<file path="config.mk">
export PLATFORM = sky130hd
export DESIGN_NAME = uart_transmitter
export DESIGN_NICKNAME = d
export VERILOG_FILES = /design/src/rtl/uart_pkg.sv /design/src/rtl/uart_tx_fifo.sv /design/src/rtl/uart_transmitter.sv
export SDC_FILE = /design/constraint.sdc
export NUM_CORES = 1
export LEC_CHECK = 0
export ABC_AREA = 1
export CAP_MARGIN = 20
export CORE_MARGIN = 2
export CORE_UTILIZATION = 60
export DETAILED_ROUTE_END_ITERATION = 12
export PLACE_DENSITY_LB_ADDON = 0.3
export SLEW_MARGIN = 10
export SYNTH_ARGS = -nofsm -noshare
export SYNTH_HDL_FRONTEND = slang
export SYNTH_SLANG_ARGS = --single-unit
</file>
<file path="constraint.sdc">
create_clock -name clk -period 3.9 [get_ports clk]
set_input_delay 0.78 -clock clk [delete_from_list [all_inputs] [get_ports clk]]
set_output_delay 0.78 -clock clk [all_outputs]
set_load 0.02 [all_outputs]
</file>
<file path="src/rtl/uart_pkg.sv">
// Shared UART definitions: FSM encoding, frame length and the baud divisor,
// so the transmitter and receiver derive the identical bit period.
package uart_pkg;

    typedef enum logic [1:0] {
        IDLE,
        START,
        DATA,
        STOP
    } uart_state_t;

    localparam int UART_FRAME_BITS = 10;

    // Never returns less than 1 so degenerate sizes still yield a legal vector.
    function automatic int clog2(input int value);
        int width;
        width = 1;
        for (int i = 1; i < 31; i++) begin
            if ((1 << i) < value) begin
                width = i + 1;
            end
        end
        return width;
    endfunction

    function automatic int symbol_edge_time(input int clock_freq, input int baud_rate);
        return clock_freq / baud_rate;
    endfunction

endpackage

</file>
<file path="src/rtl/uart_tx_fifo.sv">
// Byte FIFO with registered full/empty flags; read data is valid whenever !empty.
// A push while full is dropped even if a pop happens on the same edge.
module uart_tx_fifo
    import uart_pkg::*;
#(
    parameter int DEPTH = 4
) (
    input  logic       clk,
    input  logic       rst_n,
    input  logic       push,
    input  logic [7:0] push_data,
    input  logic       pop,
    output logic [7:0] pop_data,
    output logic       full,
    output logic       empty
);

    localparam int AW = clog2(DEPTH);

    logic [7:0]    mem [DEPTH];
    logic [AW-1:0] wr_ptr;
    logic [AW-1:0] rd_ptr;
    logic [AW:0]   count;
    logic [AW:0]   count_next;
    logic          do_push;
    logic          do_pop;

    assign do_push  = push && !full;
    assign do_pop   = pop && !empty;
    assign pop_data = mem[rd_ptr];

    always_comb begin
        count_next = count;
        case ({do_push, do_pop})
            2'b10:   count_next = count + (AW+1)'(1);
            2'b01:   count_next = count - (AW+1)'(1);
            default: count_next = count;
        endcase
    end

    // Pointers wrap naturally because DEPTH is a power of two.
    always_ff @(posedge clk or negedge rst_n) begin
        if (!rst_n) begin
            wr_ptr <= '0;
            rd_ptr <= '0;
            count  <= '0;
            full   <= 1'b0;
            empty  <= 1'b1;
        end else begin
            if (do_push) wr_ptr <= wr_ptr + AW'(1);
            if (do_pop)  rd_ptr <= rd_ptr + AW'(1);
            count <= count_next;
            full  <= (count_next == (AW+1)'(DEPTH));
            empty <= (count_next == '0);
        end
    end

    always_ff @(posedge clk) begin
        if (do_push) begin
            mem[wr_ptr] <= push_data;
        end
    end

endmodule

</file>
<file path="src/rtl/uart_transmitter.sv">
// 8N1 UART transmitter fed through a ready/valid byte FIFO; start bit appears two
// edges after a byte is accepted while idle. Ready drops while the FIFO is full.
module uart_transmitter
    import uart_pkg::*;
#(
    parameter int CLOCK_FREQ = 50_000_000,
    parameter int BAUD_RATE  = 115_200,
    parameter int FIFO_DEPTH = 4
) (
    input  logic       clk,
    input  logic       rst_n,
    input  logic [7:0] data_in,
    input  logic       data_in_valid,
    output logic       data_in_ready,
    output logic       serial_out,
    output logic       busy
);

    localparam int SYMBOL_EDGE_TIME = symbol_edge_time(CLOCK_FREQ, BAUD_RATE);
    localparam int CNT_W = clog2(SYMBOL_EDGE_TIME);
    localparam logic [CNT_W-1:0] CNT_LAST = CNT_W'(SYMBOL_EDGE_TIME - 1);

    uart_state_t                state;
    uart_state_t                state_next;
    logic [CNT_W-1:0]           baud_cnt;
    logic [2:0]                 bit_idx;
    logic [UART_FRAME_BITS-1:0] shifter;
    logic                       fifo_full;
    logic                       fifo_empty;
    logic [7:0]                 fifo_data;
    logic                       tick;
    logic                       load;
    logic                       shift;

    uart_tx_fifo #(
        .DEPTH(FIFO_DEPTH)
    ) u_fifo (
        .clk       (clk),
        .rst_n     (rst_n),
        .push      (data_in_valid),
        .push_data (data_in),
        .pop       (load),
        .pop_data  (fifo_data),
        .full      (fifo_full),
        .empty     (fifo_empty)
    );

    assign data_in_ready = !fifo_full;
    assign tick          = (baud_cnt == CNT_LAST);
    assign busy          = (state != IDLE) || !fifo_empty;

    always_ff @(posedge clk or negedge rst_n) begin
        if (!rst_n) begin
            state <= IDLE;
        end else begin
            state <= state_next;
        end
    end

    // STOP reloads straight into START so consecutive frames have no idle gap.
    always_comb begin
        state_next = state;
        load       = 1'b0;
        shift      = 1'b0;
        case (state)
            IDLE: begin
                if (!fifo_empty) begin
                    state_next = START;
                    load       = 1'b1;
                end
            end
            START: begin
                if (tick) begin
                    state_next = DATA;
                    shift      = 1'b1;
                end
            end
            DATA: begin
                if (tick) begin
                    shift = 1'b1;
                    if (bit_idx == 3'd7) state_next = STOP;
                end
            end
            STOP: begin
                if (tick) begin
                    if (!fifo_empty) begin
                        state_next = START;
                        load       = 1'b1;
                    end else begin
                        state_next = IDLE;
                    end
                end
            end
            default: state_next = IDLE;
        endcase
    end

    always_ff @(posedge clk or negedge rst_n) begin
        if (!rst_n) begin
            baud_cnt   <= '0;
            bit_idx    <= '0;
            shifter    <= '1;
            serial_out <= 1'b1;
        end else begin
            serial_out <= (state == IDLE) ? 1'b1 : shifter[0];
            if (load) begin
                shifter  <= {1'b1, fifo_data, 1'b0};
                baud_cnt <= '0;
                bit_idx  <= '0;
            end else if (state != IDLE) begin
                baud_cnt <= tick ? '0 : baud_cnt + CNT_W'(1);
                if (shift) shifter <= {1'b1, shifter[UART_FRAME_BITS-1:1]};
                if (shift && state == DATA) bit_idx <= bit_idx + 3'd1;
            end
        end
    end

endmodule

</file>
==> results of run 1 <==
power by group:
group	total (mW)	internal, mW	leakage, nW	switching (mW)
sequential	0.858	0.824	0.683	0.0334
clock	0.564	0.295	0.101	0.269
combinational	0.211	0.0743	0.824	0.137
total	1.63	1.19	1.61	0.439
state kept, by name (all words and copies together), names as in the netlist:
signal	count
u_fifo.mem	32
u_fifo.wr_ptr	2
u_fifo.count	3
bit_idx	3
u_fifo.full	1
baud_cnt	9
serial_out	1
u_fifo.rd_ptr	2
state	2
u_fifo.empty	1
shifter	9
layer usage:
layer | part of all wire | GRT usage
met1 | 0.45 | 0.255
met3 | 0.033 | 0.0419
met5 | 0 | 0
met4 | 0.0080 | 0.0750
met2 | 0.51 | 0.352
per-stage QoR:
stage / worst slack [ns] / util / cell area (um^2)
global route: 0.867 / 0.702 / 3610
detailed placement: 1.13 / 0.665 / 3420
global placement: 1.24 / 0.665 / 3420
floorplan: 1.44 / - / 3230
CTS: 1.18 / 0.702 / 3610
finish: 1.19 / 0.702 / 3610
critical path: stages (launching register included):
cell and delay, ns:
dfrtp_1 0.42, inv_1 0.07, ha_1 0.14, nand2_1 0.09, nor2_4 0.28, nand3_4 0.12
a21oi_4 0.26, ha_1 0.19, inv_1 0.06, fa_1 0.48, o21ai_0 0.10, or2_2 0.32
nor2_1 0.11
logic make-up (layout without fill, tap and decap cells):
family                   after synthesis  after routing  share of synthesized area
AND/OR/NAND/NOR                      175            175                      0.245
flip-flops                            65             65                      0.557
buffers and inverters                 47             71                     0.0600
AO/OA/AOI/OAI                         31             31                     0.0581
adder cells (fa/ha/maj)               15             15                     0.0604
XOR/XNOR                               7              7                     0.0190
cells in the final DEF (no fill, tap or decap):
cell type         n
nand2_1          86
nor2_1           46
inv_1            36
edfxtp_1         32
dfrtp_1          22
o21ai_0          15
nand3_1          15
ha_1             14
clkdlybuf4s50_1  13
dfstp_2          11
clkbuf_8          9
nor2_2            8
nand4_1           8
o22ai_1           7
xor2_1            5
inv_2             5
or2_2             3
nor2_4            2
nand2_2           2
nand3_4           2
xnor2_1           2
o21ai_1           2
o21ai_2           2
a21oi_1           2
clkinv_4          2
clkinv_2          2
nor2_8            1
a21oi_4           1
a211oi_1          1
o31ai_1           1
nor3_1            1
nand3b_1          1
fa_1              1
bufinv_16         1
clkinv_1          1
inv_6             1
buf_4             1
worst paths after layout:
check / end / slack, ns / depth (start not counted)
hold reg to reg: u_fifo.count[0]$_DFF_PN0_ / 0.49 / 1
setup / recovery: u_fifo.empty$_DFF_PN1_ / 1.19 / 12
hold / removal: u_fifo.count[0]$_DFF_PN0_ / 0.49 / 1
max in group asynchronous: shifter[5]$_DFFE_PN1P_ / 2.72 / 2
setup reg to reg: u_fifo.empty$_DFF_PN1_ / 1.19 / 12
min in group asynchronous: baud_cnt[8]$_DFFE_PN0P_ / 0.84 / 2
layout make-up:
cell class	instances	area (um^2)
clock buffer	9	124
tap	70	87.6
inverter	41	154
sequential	65	1800
fill	423	1530
timing repair buffer	14	138
clock inverter	7	70.1
multi-input combinational	228	1240
==> impl_table.tex, run 1 <==
\begin{tabular}{lr}
\hline
Metric & Value \\
\hline
\multicolumn{2}{l}{\textbf{Status}} \\
\quad Outcome & completed \\
\multicolumn{2}{l}{\textbf{Die}} \\
\quad Die ar. & 5990 um\^{}2 \\
\quad Number of primary I/O pins & 14 \\
\quad Floorplan core area & 5140 um\^{}2 \\
\quad Number of cell rows & 26 \\
\quad Die boundary height & 77.4 um \\
\quad Width of the chip & 77.4 um \\
\quad Initial core utilization & 0.629 \\
\multicolumn{2}{l}{\textbf{Finish}} \\
\quad Area Growth Syn to Fin & 11.7\% \\
\quad Final std cells w/o fill & 434 \\
\quad Number of nets in the finished design & 385 \\
\quad Layout cell share with drive strength beyond 1 & 0.146 \\
\quad Number of diodes & 0 \\
\multicolumn{2}{l}{\textbf{Setup path}} \\
\quad Required time worst endpoint & 4.18 ns \\
\quad Highest fanout seen on the critical path & 10 \\
\quad Kind of end point of the critical path & register \\
\quad Startpoint Class & register \\
\quad Worst reg2reg path startpoint & baud\_cnt[1]\$\_DFFE\_PN0P\_ \\
\quad Critical path startpoint & baud\_cnt[1]\$\_DFFE\_PN0P\_ \\
\quad Start-to-end type of the worst setup path & register to register \\
\quad CP Data Arrival Time & 2.99 ns \\
\multicolumn{2}{l}{\textbf{Pwr}} \\
\quad Power Total & 1.63 mW \\
\quad Largest vdd supply drop & 0.409 mV \\
\quad PD cells & 452 nW/um\^{}2 \\
\quad Leak Pwr & 1.61 nW \\
\multicolumn{2}{l}{\textbf{CTS}} \\
\quad Post-CTS Repair Setup Buffers & 0 \\
\quad Clock tree from TritonCTS & built \\
\quad Cts bufs inserted & 9 \\
\quad Clock sink count & 65 \\
\quad Maximum level of the CTS H-tree & 3 \\
\quad Clk Latency, worst-skew pair & 0.34 ns \\
\quad Clock-pin slew reported for the worst setup and hold paths after clock tree synthesis & 0.08 ns \\
\quad Buffers from clock root to sink, at most & 2 \\
\quad Cts-stage hold buffer count & 0 \\
\quad Root buf cell & clkbuf\_8 \\
\quad Post-CTS Resized & 0 \\
\multicolumn{2}{l}{\textbf{Drt}} \\
\quad Post-route DRC violation count & 0 \\
\quad Length of the first detailed-routing pass in iterations & 4 \\
\quad Routed wire length & 5.47 mm \\
\quad Initial drt markers & 128 \\
\quad Wire per inst & 12.6 um \\
\quad Via-per-instance ratio & 5.18 \\
\quad Vias after detailed routing & 2246 \\
\quad Remaining antenna violation count & 0 \\
\multicolumn{2}{l}{\textbf{STA}} \\
\quad Final hold vios & 0 \\
\quad Setup TNS & 0 ns \\
\quad Minimum hold slack & 0.492 ns \\
\quad Unrepaired setup endpoints after global routing & false \\
\quad Number of pins exceeding their max-slew limit in the final report & 0 \\
\quad Worst setup skew after layout & 0.00696 ns \\
\quad Maximum clock frequency & 369 MHz \\
\quad Setup-failing EPs final & 0 \\
\quad Slew of the pin with the lowest slew margin & 0.768 ns \\
\quad Relative max-transition margin & 0.486 \\
\quad Period Utilization, post-route & 0.695 \\
\quad Time the worst path needs with I/O delays and setup & 2.71 ns \\
\multicolumn{2}{l}{\textbf{Synth}} \\
\quad Primary flip-flop cell chosen by synthesis mapping & edfxtp\_1 \\
\quad Leading post-synthesis cells by cell area & edfxtp\_1, dfrtp\_1, nand2\_1 \\
\quad Share of flip-flops with an asynchronous set or reset after synthesis & 0.508 \\
\quad Fraction of the yosys area taken by sequential cells & 0.557 \\
\quad Synth Net Count & 366 \\
\quad Synth cell types & 32 \\
\quad Area of the mapped netlist & 3230 um\^{}2 \\
\quad Dominant cell type by area after synthesis & edfxtp\_1 \\
\quad Yosys synthesis warning count & 0 \\
\quad Top cell type's share of synthesized area & 0.297 \\
\quad Mean instance size in the synthesized netlist & 9.50 um\^{}2 \\
\quad Most instantiated library cell after synthesis & nand2\_1 \\
\quad Synth cell count leaders & nand2\_1, nor2\_1, inv\_1 \\
\quad Post-synth EDFFs & 32 \\
\quad Synthesized instance count & 340 \\
\quad Number of synthesized register bits & 65 \\
\multicolumn{2}{l}{\textbf{Global routing}} \\
\quad Final global-route overflow total & 0 \\
\quad Via count of the first global-routing pass & 2178 \\
\quad Number of antenna violations at the first check in global routing & 0 \\
\quad First-pass GRT wire length & 9.58 mm \\
\quad Pin count of the biggest net entering global routing & 34 \\
\quad Global router's overall resource usage & 0.204 \\
\multicolumn{2}{l}{\textbf{Placed design}} \\
\quad Placed cell count & 418 \\
\quad Count of port buffers added during placement & 13 \\
\quad Gpl congestion & 0.809 \\
\quad Detailed Place HPWL & 3.74 mm \\
\multicolumn{2}{l}{\textbf{Run}} \\
\quad Count of max-cap constraint violations & 0 \\
\multicolumn{2}{l}{\textbf{Min path}} \\
\quad Start point of the worst min-delay path & u\_fifo.count[0]\$\_DFF\_PN0\_ \\
\quad Classification of the worst-slack hold path & register to register \\
\hline
\end{tabular}
Note: power is estimated with default switching activity, not from simulation.
==> inputs of run 2 (changes only) <==
==> constraint.sdc (replaced) <==
create_clock -name clk -period 2.7 [get_ports clk]
set_input_delay 0.54 -clock clk [delete_from_list [all_inputs] [get_ports clk]]
set_output_delay 0.54 -clock clk [all_outputs]
set_load 0.02 [all_outputs]
==> impl_table.tex, run 2 (synthesis results as in run 1) <==
\begin{tabular}{lr}
\hline
Metric & Value \\
\hline
\multicolumn{2}{l}{\textbf{Setup path}} \\
\quad CP Data Arrival Time & 1.97 ns (-1.02 ns) \\
\quad Internal reg-to-reg setup slack & 0.31 ns (-0.88 ns) \\
\quad Cells on worst reg2reg path & 11 (-1) \\
\quad Critical path startpoint & state[0]\$\_DFFE\_PN0P\_ \\
\quad Worst reg2reg path startpoint & state[0]\$\_DFFE\_PN0P\_ \\
\quad Start-to-end type of the worst setup path & register to output pin \\
\quad Startpoint Class & register \\
\quad Kind of end point of the critical path & output pin \\
\quad Highest fanout seen on the critical path & 6 (-4) \\
\quad Capture point of the critical path & busy \\
\quad Reg2Reg Capture Point & u\_fifo.empty\$\_DFF\_PN1\_ \\
\quad Required time worst endpoint & 2.16 ns (-2.02 ns) \\
\multicolumn{2}{l}{\textbf{CTS}} \\
\quad Clock-pin slew reported for the worst setup and hold paths after clock tree synthesis & 0.08 ns (about the same) \\
\quad Clock sink count & 65 (unchanged) \\
\quad Post-CTS Repair Setup Buffers & 0 (unchanged) \\
\quad Maximum level of the CTS H-tree & 3 (unchanged) \\
\quad Cts-stage hold buffer count & 0 (unchanged) \\
\quad Clock tree from TritonCTS & built \\
\quad Root buf cell & clkbuf\_8 \\
\quad Cts bufs inserted & 9 (unchanged) \\
\quad Clk Latency, worst-skew pair & 0.34 ns (about the same) \\
\quad Buffers from clock root to sink, at most & 2 (unchanged) \\
\quad Post-CTS Resized & 0 (unchanged) \\
\multicolumn{2}{l}{\textbf{Drt}} \\
\quad Length of the first detailed-routing pass in iterations & 4 (unchanged) \\
\quad Post-route DRC violation count & 0 (unchanged) \\
\quad Via-per-instance ratio & 5.20 (+0.50\%) \\
\quad Remaining antenna violation count & 0 (unchanged) \\
\quad Wire per inst & 13.3 um (+5.3\%) \\
\quad Vias after detailed routing & 2304 (+2.6\%) \\
\quad Initial drt markers & 152 (+19\%) \\
\quad Routed wire length & 5.88 mm (+7.5\%) \\
\multicolumn{2}{l}{\textbf{Die}} \\
\quad Width of the chip & 77.4 um (unchanged) \\
\quad Number of primary I/O pins & 14 (unchanged) \\
\quad Floorplan core area & 5140 um\^{}2 (unchanged) \\
\quad Initial core utilization & 0.629 (unchanged) \\
\quad Die ar. & 5990 um\^{}2 (unchanged) \\
\quad Number of cell rows & 26 (unchanged) \\
\quad Die boundary height & 77.4 um (unchanged) \\
\multicolumn{2}{l}{\textbf{Finish}} \\
\quad Number of nets in the finished design & 394 (+2.3\%) \\
\quad Final std cells w/o fill & 443 (+2.1\%) \\
\quad Multi-input gate area & 1240 um\^{}2 (unchanged) \\
\quad Commonest cells after routing, fill and taps aside & nand2\_1, nor2\_1, inv\_1, edfxtp\_1, dfrtp\_1 \\
\quad Most frequent standard cell in the layout excluding fill and tap cells & nand2\_1 \\
\quad Top Registers & u\_fifo.mem x32, baud\_cnt x9, shifter x9 \\
\quad Layout cell share with drive strength beyond 1 & 0.169 (+0.0233) \\
\quad End-of-flow core utilization & 0.722 (+0.0195) \\
\quad Number of diodes & 0 (unchanged) \\
\quad Register cell area after layout & 1800 um\^{}2 (unchanged) \\
\quad Final std cell area, no fill & 3710 um\^{}2 (+2.8\%) \\
\quad Area Growth Syn to Fin & 14.8\% \\
\quad Number of filler cells placed in the layout & 399 (-5.7\%) \\
\quad Biggest register & u\_fifo.mem \\
\quad Number of flip-flops in the largest register & 32 (unchanged) \\
\multicolumn{2}{l}{\textbf{Placed design}} \\
\quad Placed cell count & 427 (+2.2\%) \\
\quad Detailed Place HPWL & 3.95 mm (+5.4\%) \\
\quad Count of port buffers added during placement & 13 (unchanged) \\
\quad Gpl congestion & 0.826 (+2.1\%) \\
\quad Instance area after placement & 3480 um\^{}2 (+2.0\%) \\
\multicolumn{2}{l}{\textbf{Pwr}} \\
\quad Leak Pwr & 1.66 nW (+3.5\%) \\
\quad Largest vdd supply drop & 0.700 mV (+71\%) \\
\quad PD cells & 674 nW/um\^{}2 (+49\%) \\
\quad Power Total & 2.50 mW (+53\%) \\
\multicolumn{2}{l}{\textbf{Global routing}} \\
\quad Global router's overall resource usage & 0.224 (+0.0198) \\
\quad First-pass GRT wire length & 10.3 mm (+7.8\%) \\
\quad Via count of the first global-routing pass & 2243 (+3.0\%) \\
\quad Pin count of the biggest net entering global routing & 34 (unchanged) \\
\quad Final global-route overflow total & 0 (unchanged) \\
\quad Number of antenna violations at the first check in global routing & 0 (unchanged) \\
\multicolumn{2}{l}{\textbf{STA}} \\
\quad Setup-failing EPs final & 0 (unchanged) \\
\quad Final hold vios & 0 (unchanged) \\
\quad Time the worst path needs with I/O delays and setup & 2.51 ns \\
\quad Worst setup skew after layout & 0.00976 ns (+0.00280 ns) \\
\quad Number of pins exceeding their max-slew limit in the final report & 0 (unchanged) \\
\quad Setup TNS & 0 ns (unchanged) \\
\quad Maximum clock frequency & 399 MHz \\
\quad Period Utilization, post-route & 0.929 \\
\quad Slew of the pin with the lowest slew margin & 0.794 ns (+0.0260 ns) \\
\quad Unrepaired setup endpoints after global routing & false \\
\quad Relative max-transition margin & 0.471 (-0.0154) \\
\multicolumn{2}{l}{\textbf{Status}} \\
\quad Outcome & completed \\
\multicolumn{2}{l}{\textbf{Run}} \\
\quad Count of max-cap constraint violations & 0 (unchanged) \\
\multicolumn{2}{l}{\textbf{Min path}} \\
\quad Classification of the worst-slack hold path & register to register \\
\quad Start point of the worst min-delay path & u\_fifo.count[0]\$\_DFF\_PN0\_ \\
\hline
\end{tabular}
-- run 2: changes by cell type in the layout (fill, tap and decap cells not counted), sizes merged --
cell / previous run / this run
clkinvlp: 0 / 1
buf: 1 / 10
inv: 42 / 43
bufinv: 1 / 2
clkinv: 5 / 2
-- run 2: cell type report --
class | instances | area share
inverter | 41 | 0.0415
clock buffer | 9 | 0.0334
tap | 70 | 0.0236
multi-input combinational | 228 | 0.333
timing repair buffer | 23 | 0.0553
clock inverter | 7 | 0.0277
sequential | 65 | 0.485
-- run 2: how the worst min path moves through the flow --
| stage | depth (start not counted) | endpoint | slack [ns] |
|---|---|---|---|
| final | 1 | u_fifo.count[0]$_DFF_PN0_ | 0.50 |
| after global routing | 1 | u_fifo.count[0]$_DFF_PN0_ | 0.54 |
| after CTS | 1 | u_fifo.count[0]$_DFF_PN0_ | 0.51 |
| after detailed placement | 1 | u_fifo.count[0]$_DFF_PN0_ | 0.49 |
| after global placement | 1 | u_fifo.count[0]$_DFF_PN0_ | 0.49 |
| after floorplan | 0 | baud_cnt[0]$_DFFE_PN0P_ | 0.24 |
-- run 2: where the power goes --
group / internal, mW / switching (mW) / leakage [nW]
sequential: 1.19 / 0.0472 / 0.683
combinational: 0.129 / 0.202 / 0.870
clock: 0.529 / 0.406 / 0.110
-- run 2: metrics by stage --
step / worst slack, ns / hold slack, ns
final: 0.192 / 0.502
after global routing: 0.0835 / 0.540
after CTS: 0.181 / 0.506
after detailed placement: 0.310 / 0.495
after global placement: 0.399 / 0.489
after floorplan: 0.237 / 0.244
-- run 2: routing by layer --
| layer | track usage | wire (um) |
|---|---|---|
| met1 | 0.279 | 2580 |
| met4 | 0.104 | 95 |
| met5 | 0 | 0 |
| met3 | 0.0500 | 196 |
| met2 | 0.373 | 3010 |
-- run 2: worst max-delay path: stages (launching register included) --
cell             delay, ns
dfrtp_1               0.43
inv_1                 0.11
ha_1                  0.22
buf_4                 0.16
nand2_1               0.09
clkdlybuf4s50_1       0.60
==> inputs of run 3 (changes only) <==
--- a/config.mk
+++ b/config.mk
@@ -8,7 +8,7 @@
 export ABC_AREA = 1
 export CAP_MARGIN = 20
 export CORE_MARGIN = 2
-export CORE_UTILIZATION = 60
+export CORE_UTILIZATION = 40
 export DETAILED_ROUTE_END_ITERATION = 12
 export PLACE_DENSITY_LB_ADDON = 0.3
 export SLEW_MARGIN = 10
==> impl_table.tex, run 3 (synthesis results as in run 1) <==
\begin{tabular}{lr}
\hline
Metric & Value \\
\hline
\multicolumn{2}{l}{\textbf{Setup path}} \\
\quad Start-to-end type of the worst setup path & register to output pin \\
\quad Required time worst endpoint & 2.16 ns (about the same) \\
\quad Highest fanout seen on the critical path & 6 (unchanged) \\
\quad Kind of end point of the critical path & output pin \\
\quad Startpoint Class & register \\
\quad CP Data Arrival Time & 1.94 ns (-0.03 ns) \\
\multicolumn{2}{l}{\textbf{Pwr}} \\
\quad PD cells & 647 nW/um\^{}2 (-4.0\%) \\
\quad Largest vdd supply drop & 0.383 mV (-45\%) \\
\quad Part of the power in registers & 0.510 (+0.016) \\
\quad Portion of total power attributed to combinational logic & 0.134 (+0.002) \\
\quad Internal power summed over all cells & 1.76 mW (-4.7\%) \\
\quad Clk pwr share & 0.356 (-0.018) \\
\quad Sw power & 0.660 mW (+0.70\%) \\
\quad Switch share & 0.273 (+0.0108) \\
\quad Leak Pwr & 1.66 nW (-0.13\%) \\
\multicolumn{2}{l}{\textbf{Die}} \\
\quad Number of cell rows & 32 (+23\%) \\
\quad Number of primary I/O pins & 14 (unchanged) \\
\quad Initial core utilization & 0.416 (-0.213) \\
\quad Die ar. & 8810 um\^{}2 (+47\%) \\
\quad Die boundary height & 93.9 um (+21\%) \\
\quad Floorplan core area & 7770 um\^{}2 (+51\%) \\
\quad Width of the chip & 93.9 um (+21\%) \\
\multicolumn{2}{l}{\textbf{CTS}} \\
\quad Post-CTS Repair Setup Buffers & 0 (unchanged) \\
\quad Buffers from clock root to sink, at most & 2 (unchanged) \\
\quad Maximum level of the CTS H-tree & 3 (unchanged) \\
\quad Post-CTS Resized & 0 (unchanged) \\
\quad Clock sink count & 65 (unchanged) \\
\quad Cts-stage hold buffer count & 0 (unchanged) \\
\quad Root buf cell & clkbuf\_8 \\
\quad Clock-pin slew reported for the worst setup and hold paths after clock tree synthesis & 0.08 ns (about the same) \\
\quad Clk Latency, worst-skew pair & 0.35 ns (about the same) \\
\quad Clock tree from TritonCTS & built \\
\quad Cts bufs inserted & 9 (unchanged) \\
\multicolumn{2}{l}{\textbf{Drt}} \\
\quad Post-route DRC violation count & 0 (unchanged) \\
\quad Via-per-instance ratio & 4.62 (-11\%) \\
\quad Vias after detailed routing & 2198 (-4.6\%) \\
\quad Initial drt markers & 140 (-7.9\%) \\
\quad Routed wire length & 5.62 mm (-4.6\%) \\
\quad Length of the first detailed-routing pass in iterations & 4 (unchanged) \\
\quad Remaining antenna violation count & 0 (unchanged) \\
\quad Wire per inst & 11.8 um (-11\%) \\
\multicolumn{2}{l}{\textbf{Placed design}} \\
\quad Detailed Place HPWL & 3.82 mm (-3.2\%) \\
\quad Count of port buffers added during placement & 13 (unchanged) \\
\quad Gpl congestion & 0.806 (-2.5\%) \\
\multicolumn{2}{l}{\textbf{Finish}} \\
\quad Number of filler cells placed in the layout & 765 (+92\%) \\
\quad Number of nets in the finished design & 395 (+0.25\%) \\
\quad Number of diodes & 0 (unchanged) \\
\quad Biggest register & u\_fifo.mem \\
\quad Commonest cells after routing, fill and taps aside & nand2\_1, nor2\_1, inv\_1, edfxtp\_1, dfrtp\_1 \\
\quad End-of-flow core utilization & 0.481 (-0.240) \\
\quad Most frequent standard cell in the layout excluding fill and tap cells & nand2\_1 \\
\quad Area Growth Syn to Fin & 15.7\% \\
\quad Top Registers & u\_fifo.mem x32, baud\_cnt x9, shifter x9 \\
\quad Number of flip-flops in the largest register & 32 (unchanged) \\
\quad Layout cell share with drive strength beyond 1 & 0.171 (+0.00222) \\
\multicolumn{2}{l}{\textbf{STA}} \\
\quad Worst setup skew after layout & 0.00945 ns (-0.000304 ns) \\
\quad Final hold vios & 0 (unchanged) \\
\quad Setup TNS & 0 ns (unchanged) \\
\quad Setup-failing EPs final & 0 (unchanged) \\
\quad Unrepaired setup endpoints after global routing & false \\
\quad Number of pins exceeding their max-slew limit in the final report & 0 (unchanged) \\
\quad Maximum clock frequency & 403 MHz (+0.98\%) \\
\quad Slew of the pin with the lowest slew margin & 0.512 ns (-0.282 ns) \\
\quad Time the worst path needs with I/O delays and setup & 2.48 ns (-0.0244 ns) \\
\quad Period Utilization, post-route & 0.920 (-0.00904) \\
\quad Relative max-transition margin & 0.658 (+0.187) \\
\multicolumn{2}{l}{\textbf{Global routing}} \\
\quad Pin count of the biggest net entering global routing & 34 (unchanged) \\
\quad Number of antenna violations at the first check in global routing & 0 (unchanged) \\
\quad Via count of the first global-routing pass & 2179 (-2.9\%) \\
\quad Global router's overall resource usage & 0.150 (-0.0743) \\
\quad First-pass GRT wire length & 10.2 mm (-0.87\%) \\
\quad Final global-route overflow total & 0 (unchanged) \\
\multicolumn{2}{l}{\textbf{Status}} \\
\quad Outcome & completed \\
\multicolumn{2}{l}{\textbf{Run}} \\
\quad Count of max-cap constraint violations & 0 (unchanged) \\
\multicolumn{2}{l}{\textbf{Min path}} \\
\quad Classification of the worst-slack hold path & register to register \\
\hline
\end{tabular}
[run 3: changes by cell type in the layout (fill, tap and decap cells not counted)]
cell       delta
buf_4         +1
bufinv_16     -1
clkinv_4      -1
inv_6         +1
inv_8         +1
[run 3: metrics by stage]
| step | instances | power (mW) | hold slack [ns] | area [um^2] | setup slack, ns |
|---|---|---|---|---|---|
| final | 476 | 2.42 | 0.494 | 3740 | 0.216 |
| after global routing | 476 | 2.56 | 0.541 | 3740 | 0.0325 |
| after CTS | 476 | 2.46 | 0.501 | 3740 | 0.198 |
| after detailed placement | 460 | 1.59 | 0.490 | 3530 | 0.262 |
| after global placement | 460 | 1.57 | 0.483 | 3530 | 0.360 |
| after floorplan | 340 | 1.45 | 0.244 | 3230 | 0.237 |
[run 3: power groups by stage]
stage / sequential [mW] / combinational [mW] / clock (mW)
floorplan: 1.24 / 0.212 / 0
global placement: 1.25 / 0.322 / 0
detailed placement: 1.25 / 0.335 / 0
CTS: 1.23 / 0.334 / 0.888
global route: 1.25 / 0.382 / 0.931
finish: 1.23 / 0.323 / 0.862
[run 3: worst max-delay path, cell delays in order, from the launching register on]
cell             delay (ns)
dfrtp_1                0.43
inv_1                  0.11
ha_1                   0.22
buf_4                  0.16
nand2_1                0.09
clkdlybuf4s50_1        0.60
[run 3: final cells by class]
type | instances | area [um^2] | area share
inverters | 41 | 154 | 0.0412
multi-input cells | 228 | 1240 | 0.331
flip-flops and latches | 65 | 1800 | 0.482
clock inverters | 7 | 83.8 | 0.0224
well taps | 102 | 128 | 0.0341
clock buffers | 9 | 124 | 0.0331
repair buffers | 24 | 213 | 0.0569
[run 3: path summary, 6_finish.rpt]
check,from,endpoint,slack (ns),depth (start not counted)
max in group asynchronous,rst_n,shifter[1]$_DFFE_PN1P_,1.77,2
max,state[0]$_DFFE_PN0P_,busy,0.22,5
max reg2reg,state[0]$_DFFE_PN0P_,u_fifo.empty$_DFF_PN1_,0.30,11
min in group asynchronous,rst_n,bit_idx[0]$_DFFE_PN0P_,0.58,2
min reg2reg,u_fifo.count[0]$_DFF_PN0_,u_fifo.count[0]$_DFF_PN0_,0.49,1
min,u_fifo.count[0]$_DFF_PN0_,u_fifo.count[0]$_DFF_PN0_,0.49,1
[run 3: metal layers]
layer / up-vias / part of all wire / track usage
met4: 0 / 0.012 / 0.0507
li1: 1152 / - / -
met5: - / 0 / 0
met1: 1013 / 0.48 / 0.191
met3: 6 / 0.035 / 0.0457
met2: 27 / 0.47 / 0.242
